**src/rtl/adder_driver_pkg.sv**
```systemverilog
// Shared types and helpers for the adder host-side driver.
// Latency: n/a (declarations only).
// Backpressure: n/a (declarations only).
package adder_driver_pkg;

  localparam int DEF_MEM_DATA_BITS = 64;
  localparam int DEF_MEM_ADDR_BITS = 64;
  localparam int DEF_LEN_BITS      = 32;

  // One state per memory/adder phase of an element, plus job bookends.
  typedef enum logic [3:0] {
    IDLE,
    RD_A,
    WAIT_A,
    RD_B,
    WAIT_B,
    ISSUE,
    CAPTURE,
    WRITE,
    DONE
  } adder_driver_state_t;

  // Byte stride between consecutive elements in memory.
  function automatic int bytes_per_word(input int data_bits);
    return data_bits / 8;
  endfunction

endpackage

```
**src/rtl/adder_driver_if.sv**
```systemverilog
// Bundles the host control, memory read/write and adder operand/result signals.
// Latency: n/a (wiring only).
// Backpressure: rd_req_ready / wr_ready throttle the driver; the adder has none.
interface adder_driver_if
  import adder_driver_pkg::*;
#(
  parameter int MEM_DATA_BITS = DEF_MEM_DATA_BITS,
  parameter int MEM_ADDR_BITS = DEF_MEM_ADDR_BITS,
  parameter int LEN_BITS      = DEF_LEN_BITS
);

  // host control
  logic                     launch;
  logic [LEN_BITS-1:0]      length;
  logic [MEM_ADDR_BITS-1:0] a_addr;
  logic [MEM_ADDR_BITS-1:0] b_addr;
  logic [MEM_ADDR_BITS-1:0] c_addr;
  logic                     finish;
  logic [LEN_BITS-1:0]      cycles;

  // memory read channel
  logic                     rd_req_valid;
  logic                     rd_req_ready;
  logic [MEM_ADDR_BITS-1:0] rd_req_addr;
  logic                     rd_resp_valid;
  logic [MEM_DATA_BITS-1:0] rd_resp_data;

  // memory write channel
  logic                     wr_valid;
  logic                     wr_ready;
  logic [MEM_ADDR_BITS-1:0] wr_addr;
  logic [MEM_DATA_BITS-1:0] wr_data;

  // adder operands and result
  logic                     a_valid;
  logic                     b_valid;
  logic [MEM_DATA_BITS-1:0] a_data;
  logic [MEM_DATA_BITS-1:0] b_data;
  logic [MEM_DATA_BITS-1:0] c_data;

  // The driver side
  modport master (
    input  launch, length, a_addr, b_addr, c_addr,
    output finish, cycles,
    output rd_req_valid, rd_req_addr,
    input  rd_req_ready, rd_resp_valid, rd_resp_data,
    output wr_valid, wr_addr, wr_data,
    input  wr_ready,
    output a_valid, b_valid, a_data, b_data,
    input  c_data
  );

  // The environment side: host, memory model and adder
  modport slave (
    output launch, length, a_addr, b_addr, c_addr,
    input  finish, cycles,
    input  rd_req_valid, rd_req_addr,
    output rd_req_ready, rd_resp_valid, rd_resp_data,
    input  wr_valid, wr_addr, wr_data,
    output wr_ready,
    input  a_valid, b_valid, a_data, b_data,
    output c_data
  );

endinterface

```
**src/rtl/adder_driver_addr_gen.sv**
```systemverilog
// Latches the three base addresses and forms base + idx*stride for each stream.
// Latency: combinational from idx; bases pass straight through on the load cycle.
// Backpressure: none; the caller decides when the addresses are used.
module adder_driver_addr_gen #(
  parameter int MEM_ADDR_BITS = 64,
  parameter int LEN_BITS      = 32,
  parameter int BYTES         = 8
) (
  input  logic                     clock,
  input  logic                     reset,
  input  logic                     load,
  input  logic [MEM_ADDR_BITS-1:0] a_base_in,
  input  logic [MEM_ADDR_BITS-1:0] b_base_in,
  input  logic [MEM_ADDR_BITS-1:0] c_base_in,
  input  logic [LEN_BITS-1:0]      idx,
  output logic [MEM_ADDR_BITS-1:0] rd_a_addr,
  output logic [MEM_ADDR_BITS-1:0] rd_b_addr,
  output logic [MEM_ADDR_BITS-1:0] wr_addr
);

  logic [MEM_ADDR_BITS-1:0] a_base;
  logic [MEM_ADDR_BITS-1:0] b_base;
  logic [MEM_ADDR_BITS-1:0] c_base;
  logic [MEM_ADDR_BITS-1:0] a_sel;
  logic [MEM_ADDR_BITS-1:0] b_sel;
  logic [MEM_ADDR_BITS-1:0] c_sel;
  logic [MEM_ADDR_BITS-1:0] offset;

  // Capture the job's bases when a launch is accepted.
  always_ff @(posedge clock or negedge reset) begin
    if (!reset) begin
      a_base <= '0;
      b_base <= '0;
      c_base <= '0;
    end else if (load) begin
      a_base <= a_base_in;
      b_base <= b_base_in;
      c_base <= c_base_in;
    end
  end

  // On the launch cycle the registers are not yet loaded, so use the inputs
  // directly; the first request address is registered in that same cycle.
  always_comb begin
    a_sel     = load ? a_base_in : a_base;
    b_sel     = load ? b_base_in : b_base;
    c_sel     = load ? c_base_in : c_base;
    offset    = MEM_ADDR_BITS'(idx) * MEM_ADDR_BITS'(BYTES);
    rd_a_addr = a_sel + offset;
    rd_b_addr = b_sel + offset;
    wr_addr   = c_sel + offset;
  end

endmodule

```
**src/rtl/adder_driver.sv**
```systemverilog
// Streams length operand pairs from memory into the adder and writes each sum back.
// Latency: 7 cycles per element with zero-wait memory, plus one DONE cycle per job.
// Backpressure: holds read/write requests stable until rd_req_ready / wr_ready.
module adder_driver
  import adder_driver_pkg::*;
#(
  parameter int MEM_DATA_BITS = DEF_MEM_DATA_BITS,
  parameter int MEM_ADDR_BITS = DEF_MEM_ADDR_BITS,
  parameter int LEN_BITS      = DEF_LEN_BITS
) (
  input  logic             clock,
  input  logic             reset,
  adder_driver_if.master   bus
);

  localparam int BYTES = bytes_per_word(MEM_DATA_BITS);

  adder_driver_state_t      state;
  logic [LEN_BITS-1:0]      len_q;
  logic [LEN_BITS-1:0]      idx_q;
  logic [LEN_BITS-1:0]      idx_inc;
  logic [LEN_BITS-1:0]      addr_idx;
  logic [MEM_DATA_BITS-1:0] op_a;
  logic [MEM_DATA_BITS-1:0] op_b;
  logic [MEM_DATA_BITS-1:0] sum_q;
  logic [LEN_BITS-1:0]      cycles_q;
  logic                     finish_q;
  logic                     rd_req_valid_q;
  logic [MEM_ADDR_BITS-1:0] rd_req_addr_q;
  logic                     wr_valid_q;
  logic [MEM_ADDR_BITS-1:0] wr_addr_q;
  logic                     ab_valid_q;
  logic                     load;
  logic [MEM_ADDR_BITS-1:0] gen_rd_a;
  logic [MEM_ADDR_BITS-1:0] gen_rd_b;
  logic [MEM_ADDR_BITS-1:0] gen_wr;

  // Addresses are registered on entry to the request state, so WRITE must look
  // one element ahead for the next A read; IDLE always starts at element 0.
  always_comb begin
    load     = (state == IDLE) && bus.launch;
    idx_inc  = idx_q + LEN_BITS'(1);
    addr_idx = idx_q;
    if (state == IDLE) addr_idx = '0;
    else if (state == WRITE) addr_idx = idx_inc;
  end

  adder_driver_addr_gen #(
    .MEM_ADDR_BITS (MEM_ADDR_BITS),
    .LEN_BITS      (LEN_BITS),
    .BYTES         (BYTES)
  ) u_addr_gen (
    .clock     (clock),
    .reset     (reset),
    .load      (load),
    .a_base_in (bus.a_addr),
    .b_base_in (bus.b_addr),
    .c_base_in (bus.c_addr),
    .idx       (addr_idx),
    .rd_a_addr (gen_rd_a),
    .rd_b_addr (gen_rd_b),
    .wr_addr   (gen_wr)
  );

  // Job FSM: every output is a register set on entry to the state that owns it.
  always_ff @(posedge clock or negedge reset) begin
    if (!reset) begin
      state          <= IDLE;
      len_q          <= '0;
      idx_q          <= '0;
      op_a           <= '0;
      op_b           <= '0;
      sum_q          <= '0;
      cycles_q       <= '0;
      finish_q       <= 1'b0;
      rd_req_valid_q <= 1'b0;
      rd_req_addr_q  <= '0;
      wr_valid_q     <= 1'b0;
      wr_addr_q      <= '0;
      ab_valid_q     <= 1'b0;
    end else begin
      finish_q   <= 1'b0;
      ab_valid_q <= 1'b0;
      if (state != IDLE) cycles_q <= cycles_q + LEN_BITS'(1);
      case (state)
        IDLE: begin
          if (bus.launch) begin
            len_q    <= bus.length;
            idx_q    <= '0;
            cycles_q <= '0;
            if (bus.length == '0) begin
              state <= DONE;
            end else begin
              state          <= RD_A;
              rd_req_valid_q <= 1'b1;
              rd_req_addr_q  <= gen_rd_a;
            end
          end
        end
        RD_A: begin
          if (bus.rd_req_ready) begin
            rd_req_valid_q <= 1'b0;
            state          <= WAIT_A;
          end
        end
        WAIT_A: begin
          if (bus.rd_resp_valid) begin
            op_a           <= bus.rd_resp_data;
            rd_req_valid_q <= 1'b1;
            rd_req_addr_q  <= gen_rd_b;
            state          <= RD_B;
          end
        end
        RD_B: begin
          if (bus.rd_req_ready) begin
            rd_req_valid_q <= 1'b0;
            state          <= WAIT_B;
          end
        end
        WAIT_B: begin
          if (bus.rd_resp_valid) begin
            op_b       <= bus.rd_resp_data;
            ab_valid_q <= 1'b1;
            state      <= ISSUE;
          end
        end
        ISSUE: begin
          state <= CAPTURE;
        end
        CAPTURE: begin
          // The adder's registered sum is visible the cycle after ISSUE.
          sum_q      <= bus.c_data;
          wr_valid_q <= 1'b1;
          wr_addr_q  <= gen_wr;
          state      <= WRITE;
        end
        WRITE: begin
          if (bus.wr_ready) begin
            wr_valid_q <= 1'b0;
            idx_q      <= idx_inc;
            if (idx_inc == len_q) begin
              state <= DONE;
            end else begin
              state          <= RD_A;
              rd_req_valid_q <= 1'b1;
              rd_req_addr_q  <= gen_rd_a;
            end
          end
        end
        DONE: begin
          finish_q <= 1'b1;
          state    <= IDLE;
        end
        default: begin
          state <= IDLE;
        end
      endcase
    end
  end

  assign bus.finish       = finish_q;
  assign bus.cycles       = cycles_q;
  assign bus.rd_req_valid = rd_req_valid_q;
  assign bus.rd_req_addr  = rd_req_addr_q;
  assign bus.wr_valid     = wr_valid_q;
  assign bus.wr_addr      = wr_addr_q;
  assign bus.wr_data      = sum_q;
  assign bus.a_valid      = ab_valid_q;
  assign bus.b_valid      = ab_valid_q;
  assign bus.a_data       = op_a;
  assign bus.b_data       = op_b;

endmodule
```
**src/flat_wrapper.sv**
```systemverilog
// flat-port wrapper written by rule: the top's interface ports become plain ports
module adder_driver_flat import adder_driver_pkg::*;
#(
  parameter int MEM_DATA_BITS = DEF_MEM_DATA_BITS,
  parameter int MEM_ADDR_BITS = DEF_MEM_ADDR_BITS,
  parameter int LEN_BITS      = DEF_LEN_BITS
)
  (clock, reset, bus_launch, bus_length, bus_a_addr, bus_b_addr, bus_c_addr, bus_finish, bus_cycles, bus_rd_req_valid, bus_rd_req_addr, bus_rd_req_ready, bus_rd_resp_valid, bus_rd_resp_data, bus_wr_valid, bus_wr_addr, bus_wr_data, bus_wr_ready, bus_a_valid, bus_b_valid, bus_a_data, bus_b_data, bus_c_data);
  adder_driver_if #(.MEM_DATA_BITS(MEM_DATA_BITS), .MEM_ADDR_BITS(MEM_ADDR_BITS), .LEN_BITS(LEN_BITS)) bus_i ();
  input  logic clock;
  input  logic reset;
  input wire logic [$bits(bus_i.launch)-1:0] bus_launch;
  input wire logic [$bits(bus_i.length)-1:0] bus_length;
  input wire logic [$bits(bus_i.a_addr)-1:0] bus_a_addr;
  input wire logic [$bits(bus_i.b_addr)-1:0] bus_b_addr;
  input wire logic [$bits(bus_i.c_addr)-1:0] bus_c_addr;
  output wire logic [$bits(bus_i.finish)-1:0] bus_finish;
  output wire logic [$bits(bus_i.cycles)-1:0] bus_cycles;
  output wire logic [$bits(bus_i.rd_req_valid)-1:0] bus_rd_req_valid;
  output wire logic [$bits(bus_i.rd_req_addr)-1:0] bus_rd_req_addr;
  input wire logic [$bits(bus_i.rd_req_ready)-1:0] bus_rd_req_ready;
  input wire logic [$bits(bus_i.rd_resp_valid)-1:0] bus_rd_resp_valid;
  input wire logic [$bits(bus_i.rd_resp_data)-1:0] bus_rd_resp_data;
  output wire logic [$bits(bus_i.wr_valid)-1:0] bus_wr_valid;
  output wire logic [$bits(bus_i.wr_addr)-1:0] bus_wr_addr;
  output wire logic [$bits(bus_i.wr_data)-1:0] bus_wr_data;
  input wire logic [$bits(bus_i.wr_ready)-1:0] bus_wr_ready;
  output wire logic [$bits(bus_i.a_valid)-1:0] bus_a_valid;
  output wire logic [$bits(bus_i.b_valid)-1:0] bus_b_valid;
  output wire logic [$bits(bus_i.a_data)-1:0] bus_a_data;
  output wire logic [$bits(bus_i.b_data)-1:0] bus_b_data;
  input wire logic [$bits(bus_i.c_data)-1:0] bus_c_data;
  assign bus_i.launch = bus_launch;
  assign bus_i.length = bus_length;
  assign bus_i.a_addr = bus_a_addr;
  assign bus_i.b_addr = bus_b_addr;
  assign bus_i.c_addr = bus_c_addr;
  assign bus_finish = bus_i.finish;
  assign bus_cycles = bus_i.cycles;
  assign bus_rd_req_valid = bus_i.rd_req_valid;
  assign bus_rd_req_addr = bus_i.rd_req_addr;
  assign bus_i.rd_req_ready = bus_rd_req_ready;
  assign bus_i.rd_resp_valid = bus_rd_resp_valid;
  assign bus_i.rd_resp_data = bus_rd_resp_data;
  assign bus_wr_valid = bus_i.wr_valid;
  assign bus_wr_addr = bus_i.wr_addr;
  assign bus_wr_data = bus_i.wr_data;
  assign bus_i.wr_ready = bus_wr_ready;
  assign bus_a_valid = bus_i.a_valid;
  assign bus_b_valid = bus_i.b_valid;
  assign bus_a_data = bus_i.a_data;
  assign bus_b_data = bus_i.b_data;
  assign bus_i.c_data = bus_c_data;
  adder_driver #(.MEM_DATA_BITS(MEM_DATA_BITS), .MEM_ADDR_BITS(MEM_ADDR_BITS), .LEN_BITS(LEN_BITS)) u_core (.clock(clock), .reset(reset), .bus(bus_i));
endmodule
```
**config.mk**
```make
export PLATFORM = sky130hd
export DESIGN_NAME = adder_driver_flat
export DESIGN_NICKNAME = d
export VERILOG_FILES = /design/src/rtl/adder_driver_pkg.sv /design/src/rtl/adder_driver_if.sv /design/src/rtl/adder_driver_addr_gen.sv /design/src/rtl/adder_driver.sv /design/src/flat_wrapper.sv
export SDC_FILE = /design/constraint.sdc
export NUM_CORES = 1
export LEC_CHECK = 0
export CORE_AREA = 4 4 275 277
export CTS_BUF_LIST = sky130_fd_sc_hd__clkbuf_4
export DETAILED_ROUTE_END_ITERATION = 6
export DIE_AREA = 0 0 279 281
export HOLD_SLACK_MARGIN = 0.08
export PLACE_DENSITY_LB_ADDON = 0.05
export SYNTH_ARGS = -nofsm -noshare
export SYNTH_HDL_FRONTEND = slang
export SYNTH_SLANG_ARGS = --single-unit
```
**constraint.sdc**
```tcl
create_clock -name clock -period 11 [get_ports clock]
set_clock_uncertainty 0.2 [all_clocks]
set_input_delay 2.2 -clock clock [delete_from_list [all_inputs] [get_ports clock]]
set_output_delay 2.2 -clock clock [all_outputs]
set_load 0.01 [all_outputs]
```
# Word level (Yosys, flattened, before mapping)
# Cells that the tools add are included.
dict set report word_totals {
  n_memories 0
  latchBits 0
  reg_bits 616
  wordCells 94
  ram_bits 0
  romBits 0
}
dict set report op_classes {
  div_mod_pow 0
  addsub 5
  n_reduce_logical 17
  mul 0
  eq_ne 18
  n_mux 38
  n_bitwise 0
  magnitude_cmp 0
  shifts 0
}
# operator n
set op_table {}
lappend op_table {{64-bit 2-to-1 mux} 8}
lappend op_table {{32-bit 2-to-1 mux} 7}
lappend op_table {{64-bit by 35-bit adder with 64-bit output} 3}
lappend op_table {{64-bit one-hot mux with 3 select lines} 1}
lappend op_table {{32-bit by 1-bit adder with 32-bit output, second input constant} 2}
lappend op_table {{32-bit one-hot mux with 2 select lines} 1}
lappend op_table {{32-bit equality test} 1}
lappend op_table {{32-bit zero test} 1}
lappend op_table {{4-bit 2-to-1 mux} 8}
lappend op_table {{4-bit one-hot mux with 8 select lines} 1}
lappend op_table {{4-bit by 3-bit equality test with 1-bit output, second input constant} 4}
lappend op_table {{2-bit inequality test, second input constant} 8}
lappend op_table {{6-bit AND reduction} 2}
lappend op_table {{1-bit 2-to-1 mux} 10}
lappend op_table {{4-bit by 2-bit equality test with 1-bit output, second input constant} 2}
lappend op_table {{2-bit AND reduction} 4}
lappend op_table {{4-bit nonzero test} 2}
lappend op_table {{7-bit AND reduction} 1}
lappend op_table {{4-bit by 1-bit equality test with 1-bit output, second input constant} 1}
lappend op_table {{4-bit equality test, second input constant} 1}
lappend op_table {{4-bit zero test} 1}
lappend op_table {{1-bit one-hot mux with 4 select lines} 1}
lappend op_table {{2-bit nonzero test} 2}
lappend op_table {{3-bit AND reduction} 1}
lappend op_table {{5 further kinds} 5}

# Depth between registers and ports, before layout
dict set report logic_depth {
  depth_word 7
  ltp_mapped 29
  depth_no_buf 20
}

# Modules after synthesis
# From an unflattened synthesis, not the netlist that was laid out.
dict set report hier_totals {
  cells_unflattened 3233
  hier_area_um2 34254.1
}
# module n_inst cells_each area_each_um2
set modules_own_cells {}
lappend modules_own_cells {adder_driver 1 1678 19264.7}
lappend modules_own_cells {adder_driver_addr_gen 1 1555 14989.4}

# Least setup slack after synthesis
# OpenSTA, ideal clock, no wires.
dict set report synth_path {
  path_kind {input to register}
  from {input bus_launch}
  to {register u_core.wr_addr_q[59], in the netlist u_core.bus.wr_addr[59]}
  setup_time_ns 0.130
  required_ns 10.670
  n_path_buf 10
  arrival_time_ns 7.494
  cell_stages 27
  path_slack_ns 3.176
  path_cell_list {nand2_1 buf_2 buf_2 buf_4 buf_2 buf_2 buf_1 clkbuf_1 clkbuf_1 clkbuf_1 nand2_1 nand2_1 ha_1 fa_1 a21o_1 a21o_1 a21oi_1 maj3_2 o221ai_2 a41oi_2 o211ai_2 a21oi_1 o31a_1 buf_4 nor3_2 xnor2_1 o21ai_1}
}
dict set report synth_between {
  elab_chain_len 3
}
# element line_no
set synth_rtl {}
lappend synth_rtl {{from (decl)} flat_wrapper.sv:12} ;# input wire logic [$bits(bus_i.launch)-1:0] bus_launch;
lappend synth_rtl {{1-bit logical AND} adder_driver.sv:41} ;# load = (state == IDLE) && bus.launch;
lappend synth_rtl {{64-bit 2-to-1 mux} --}
lappend synth_rtl {{via u_core.u_addr_gen.c_sel[3]} adder_driver_addr_gen.sv:26} ;# logic [MEM_ADDR_BITS-1:0] c_sel;
lappend synth_rtl {{64-bit by 35-bit adder with 64-bit output} adder_driver_addr_gen.sv:51} ;# wr_addr = c_sel + offset;
lappend synth_rtl {{to (signal assigned)} adder_driver.sv:134} ;# wr_addr_q <= gen_wr;
lappend synth_rtl {{to (decl)} adder_driver.sv:31} ;# logic [MEM_ADDR_BITS-1:0] wr_addr_q;
# The timed path passes the listed nets, and every way through them passes these cells.
# A chain may end at the register's enable or synchronous reset.

# Worst setup path in the final report
dict set report layout_path {
  from {input bus_launch}
  to {register u_core.wr_addr_q[41], in the netlist u_core.bus.wr_addr[41]}
}
# The elaborated chain is that of the path after synthesis.

==> impl_metrics.py <==
metrics = {
    "status": {
        "outcome": "complete, no violations",
    },
    "power_and_ir_drop": {
        "vdd_drop_max_v": 0.000158,
        "power_per_cell_area_nw_per_um2": 269,
        "p_leak_uw": 0.0191,
        "p_comb_share_pct": 46.5,
        "p_clk_share_pct": 19.6,
        "p_sw_share_pct": 38.2,
        "power_uw": 11200,
        "intPower_uw": 6920,
        "seq_power_share_pct": 33.9,
        "switchingPower_uw": 4280,
    },
    "place": {
        "port_buffers": 714,
        "hpwl_um": 79300,
        "placed_cells": 4798,
        "dpl-instance-area_um2": 39400,
        "place.gp.congestion": 0.897,
    },
    "yosys": {
        "yosysUniqueCellTypes": 91,
        "syn_inst": 3269,
        "synthSimpleGateAreaFrac_pct": 19.9,
        "syn_nets": 3679,
        "synth_compound_area_share_pct": 8.41,
        "synth_top_area_share_pct": 49.0,
        "async_flop_share_pct": 100,
        "ys_ff_latch": 616,
        "ys.flop_type": "dfrtp_1",
        "synth_top_family_by_area": "simple AND/OR/NAND/NOR gates",
        "synth_edf_count": 0,
        "synthAdderAreaFrac_pct": 2.50,
        "seq_area_frac_synth_pct": 49.0,
        "synth_largest_area_cell": "dfrtp_1",
        "muxShareOfSynthArea_pct": 11.7,
        "syn_area_per_cell_um2": 9.63,
        "synth_xor_area_share_pct": 5.37,
        "synth.cell_area_um2": 31500,
        "ys_warn_count": 0,
        "synth_area_leaders": "dfrtp_1, nand2_1, mux2_2",
    },
    "setup_path": {
        "slowest_stage": "o31a_1",
        "reg2reg_from": "u_core.state[0]",
        "worst-path-max-fanout": 66,
        "cpPeakStageDelay_ns": 0.79,
        "path_cells": "clkdlybuf4s50_1 > nand2_4 > buf_4 > nand2_1 > nand2_1 > ha_1 > fa_1 > a21o_1 > a21o_1 > a21oi_1 > maj3_2 > o221ai_2 > a41oi_2 > o211ai_2 > a21oi_1 > o31a_1 > nor3_1 > xnor2_1 > o21ai_0",
        "critPathArrivalTime_ns": 7.79,
        "end_kind": "register",
        "startpoint_type": "input port",
        "cp.required_ns": 11.56,
        "worstSetupStartpoint": "bus_launch",
        "path_class": "input port to register",
    },
    "route": {
        "drc": 0,
        "drt_wl_total_um": 107000,
        "num_vias": 26700,
        "via_per_inst": 5.22,
        "final_antenna_net_count": 0,
        "drtPass1Iterations": 6,
        "drt_iter0_markers": 1747,
        "wl_per_cell_um": 21.0,
    },
    "sta": {
        "tightest_slew_ns": 1.02,
        "finalHoldViolCount": 0,
        "period_needed_ns": 7.22,
        "finalSetupViolCount": 0,
        "max_freq_ghz": 0.138,
        "max_slew_margin_pct": 32.2,
        "min_period_over_period_pct": 65.7,
        "rsz0062_at_grt": "false",
        "setup_tns_ns": 0,
        "drv_slew": 0,
    },
    "clocking": {
        "h-tree-depth": 4,
        "tritoncts_num_sinks": 616,
        "path_clk_slew_ns": 0.05,
        "cts.path.max_buffers": 3,
        "cts_tree": "yes",
        "clkLatencyLatePin_ns": 0.98,
        "root_buffer": "clkbuf_4",
        "cts_inserted_buffers": 173,
        "cts_setup_buffers": 0,
        "cts_hold_buf": 0,
        "cts_resized": 0,
    },
    "grt": {
        "grt_pass1_wl_um": 162000,
        "met2_usage_pct": 42.3,
        "antenna_found_initial": 28,
        "grt_pass1_vias": 26600,
        "gr-max-usage-layer": "met2",
        "grt_max_degree": 156,
        "grtUsageMet3_pct": 8.46,
        "grt_overflow": 0,
        "grt_util_met1_pct": 34.9,
        "grt_use_total_pct": 26.7,
    },
    "cells_and_area": {
        "final_cell_mix": "nand2_1, clkdlybuf4s50_1, dfrtp_1",
        "final_cell_area_um2": 41700,
        "drive_above_1_share_pct": 14.9,
        "final_common_cell": "nand2_1",
        "fill_cells": 6596,
        "area_delta_synth_final_pct": 32.4,
        "stdcell_count": 5109,
        "layout.nets": 4424,
        "final_core_util_pct": 57.2,
    },
    "floorplanning": {
        "start_util_pct": 43.2,
        "dieHeight_um": 281,
        "die_area_um2": 78400,
        "io_pins": 715,
        "die_w_um": 279,
        "num_rows": 99,
        "core_um2": 72800,
    },
    "min_path": {
        "hold_class": "register to register",
        "hold_start": "u_core.u_addr_gen.a_base[60]",
    },
    "job": {
        "drv_cap": 0,
    },
}
synthesized netlist by cell type (all sizes together) (6+ instances only):
library cell	number
o31ai	27
a2111oi	8
dfrtp	616
buf	51
xor2	66
nand2	978
o211ai	11
nand2b	11
a41oi	6
a21o	26
nor2	123
nor3	44
nand3	93
or2	9
and3	23
nor2b	7
nand3b	8
nand4	40
ha	50
o21a	9
inv	61
and2	25
mux4	23
or4	8
nor4	25
a21oi	83
a211oi	14
maj3	12
and4	9
mux2	235
xnor2	127
clkbuf	123
a31oi	18
mux2i	52
o21ai	161
or3	17
power by group through the flow:
stage               logic (uW)  clock network [uW]  registers [uW]
finish                    5220                2190            3800
detailed placement        5240                   0            3820
global route              5670                2390            3910
global placement          5210                   0            3800
CTS                       5270                2270            3800
floorplan                 2730                   0            3960
sequential cells by signal, summed over array words and instances, names as in the netlist:
name	flops
u_core.bus.a_data	64
u_core.state	4
u_core.idx_q	32
u_core.bus.wr_addr	64
u_core.len_q	32
u_core.bus.a_valid	1
u_core.bus.cycles	32
u_core.u_addr_gen.a_base	64
u_core.bus.rd_req_addr	64
u_core.bus.b_data	64
u_core.bus.wr_valid	1
u_core.bus.rd_req_valid	1
u_core.bus.wr_data	64
u_core.u_addr_gen.c_base	64
u_core.bus.finish	1
u_core.u_addr_gen.b_base	64
path summary, 6_finish.rpt:
kind                       slack, ns  cells after the start                           end
min                             0.27                      2  u_core.u_addr_gen.a_base[60]
min in group asynchronous       1.06                      1         u_core.bus.wr_addr[0]
min reg2reg                     0.27                      2  u_core.u_addr_gen.a_base[60]
max                             3.78                     19        u_core.bus.wr_addr[41]
max reg2reg                     4.29                     19    u_core.bus.rd_req_addr[42]
max in group asynchronous       7.45                      3               u_core.state[0]
critical path, delay by kind of cell:
| family | cells | cell delay, ns |
|---|---|---|
| AOI/OAI and AO/OA | 9 | 2.37 |
| xor gates and xnor gates | 1 | 0.16 |
| adders and majority gates | 3 | 0.91 |
| buffers and inverters | 2 | 1.22 |
| and+or+nand+nor | 4 | 0.84 |
per-stage QoR:
| step | worst slack (ns) | hold slack, ns |
|---|---|---|
| floorplan | 3.18 | 0.236 |
| global placement | 2.98 | 0.248 |
| detailed placement | 2.86 | 0.253 |
| CTS | 3.94 | 0.267 |
| global route | 3.35 | 0.286 |
| finish | 3.78 | 0.269 |
cells by family after synthesis:
family / count (synthesis)
xor+xnor: 193
simple gates: 1436
fa+ha+maj: 64
mux: 310
buf+inv: 235
compound gates: 415
flops: 616
layout make-up:
type | instances | area, um2 | share of cell area [%]
sequential | 616 | 15400 | 37.0
antenna | 9 | 22.5 | 0.0541
clock buffer | 259 | 1940 | 4.67
clock inverter | 43 | 335 | 0.805
timing repair buffer | 744 | 7410 | 17.8
inverter | 61 | 229 | 0.550
multi-input combinational | 2418 | 15100 | 36.3
tap | 959 | 1200 | 2.88
layer usage:
metal | vias up | wire length (um)
met3 | 173 | 8600
li1 | 12800 | -
met2 | 906 | 50300
met5 | - | 190
met1 | 12800 | 45500
met4 | 32 | 2530
No activity file was read; power rests on OpenSTA's default activity.
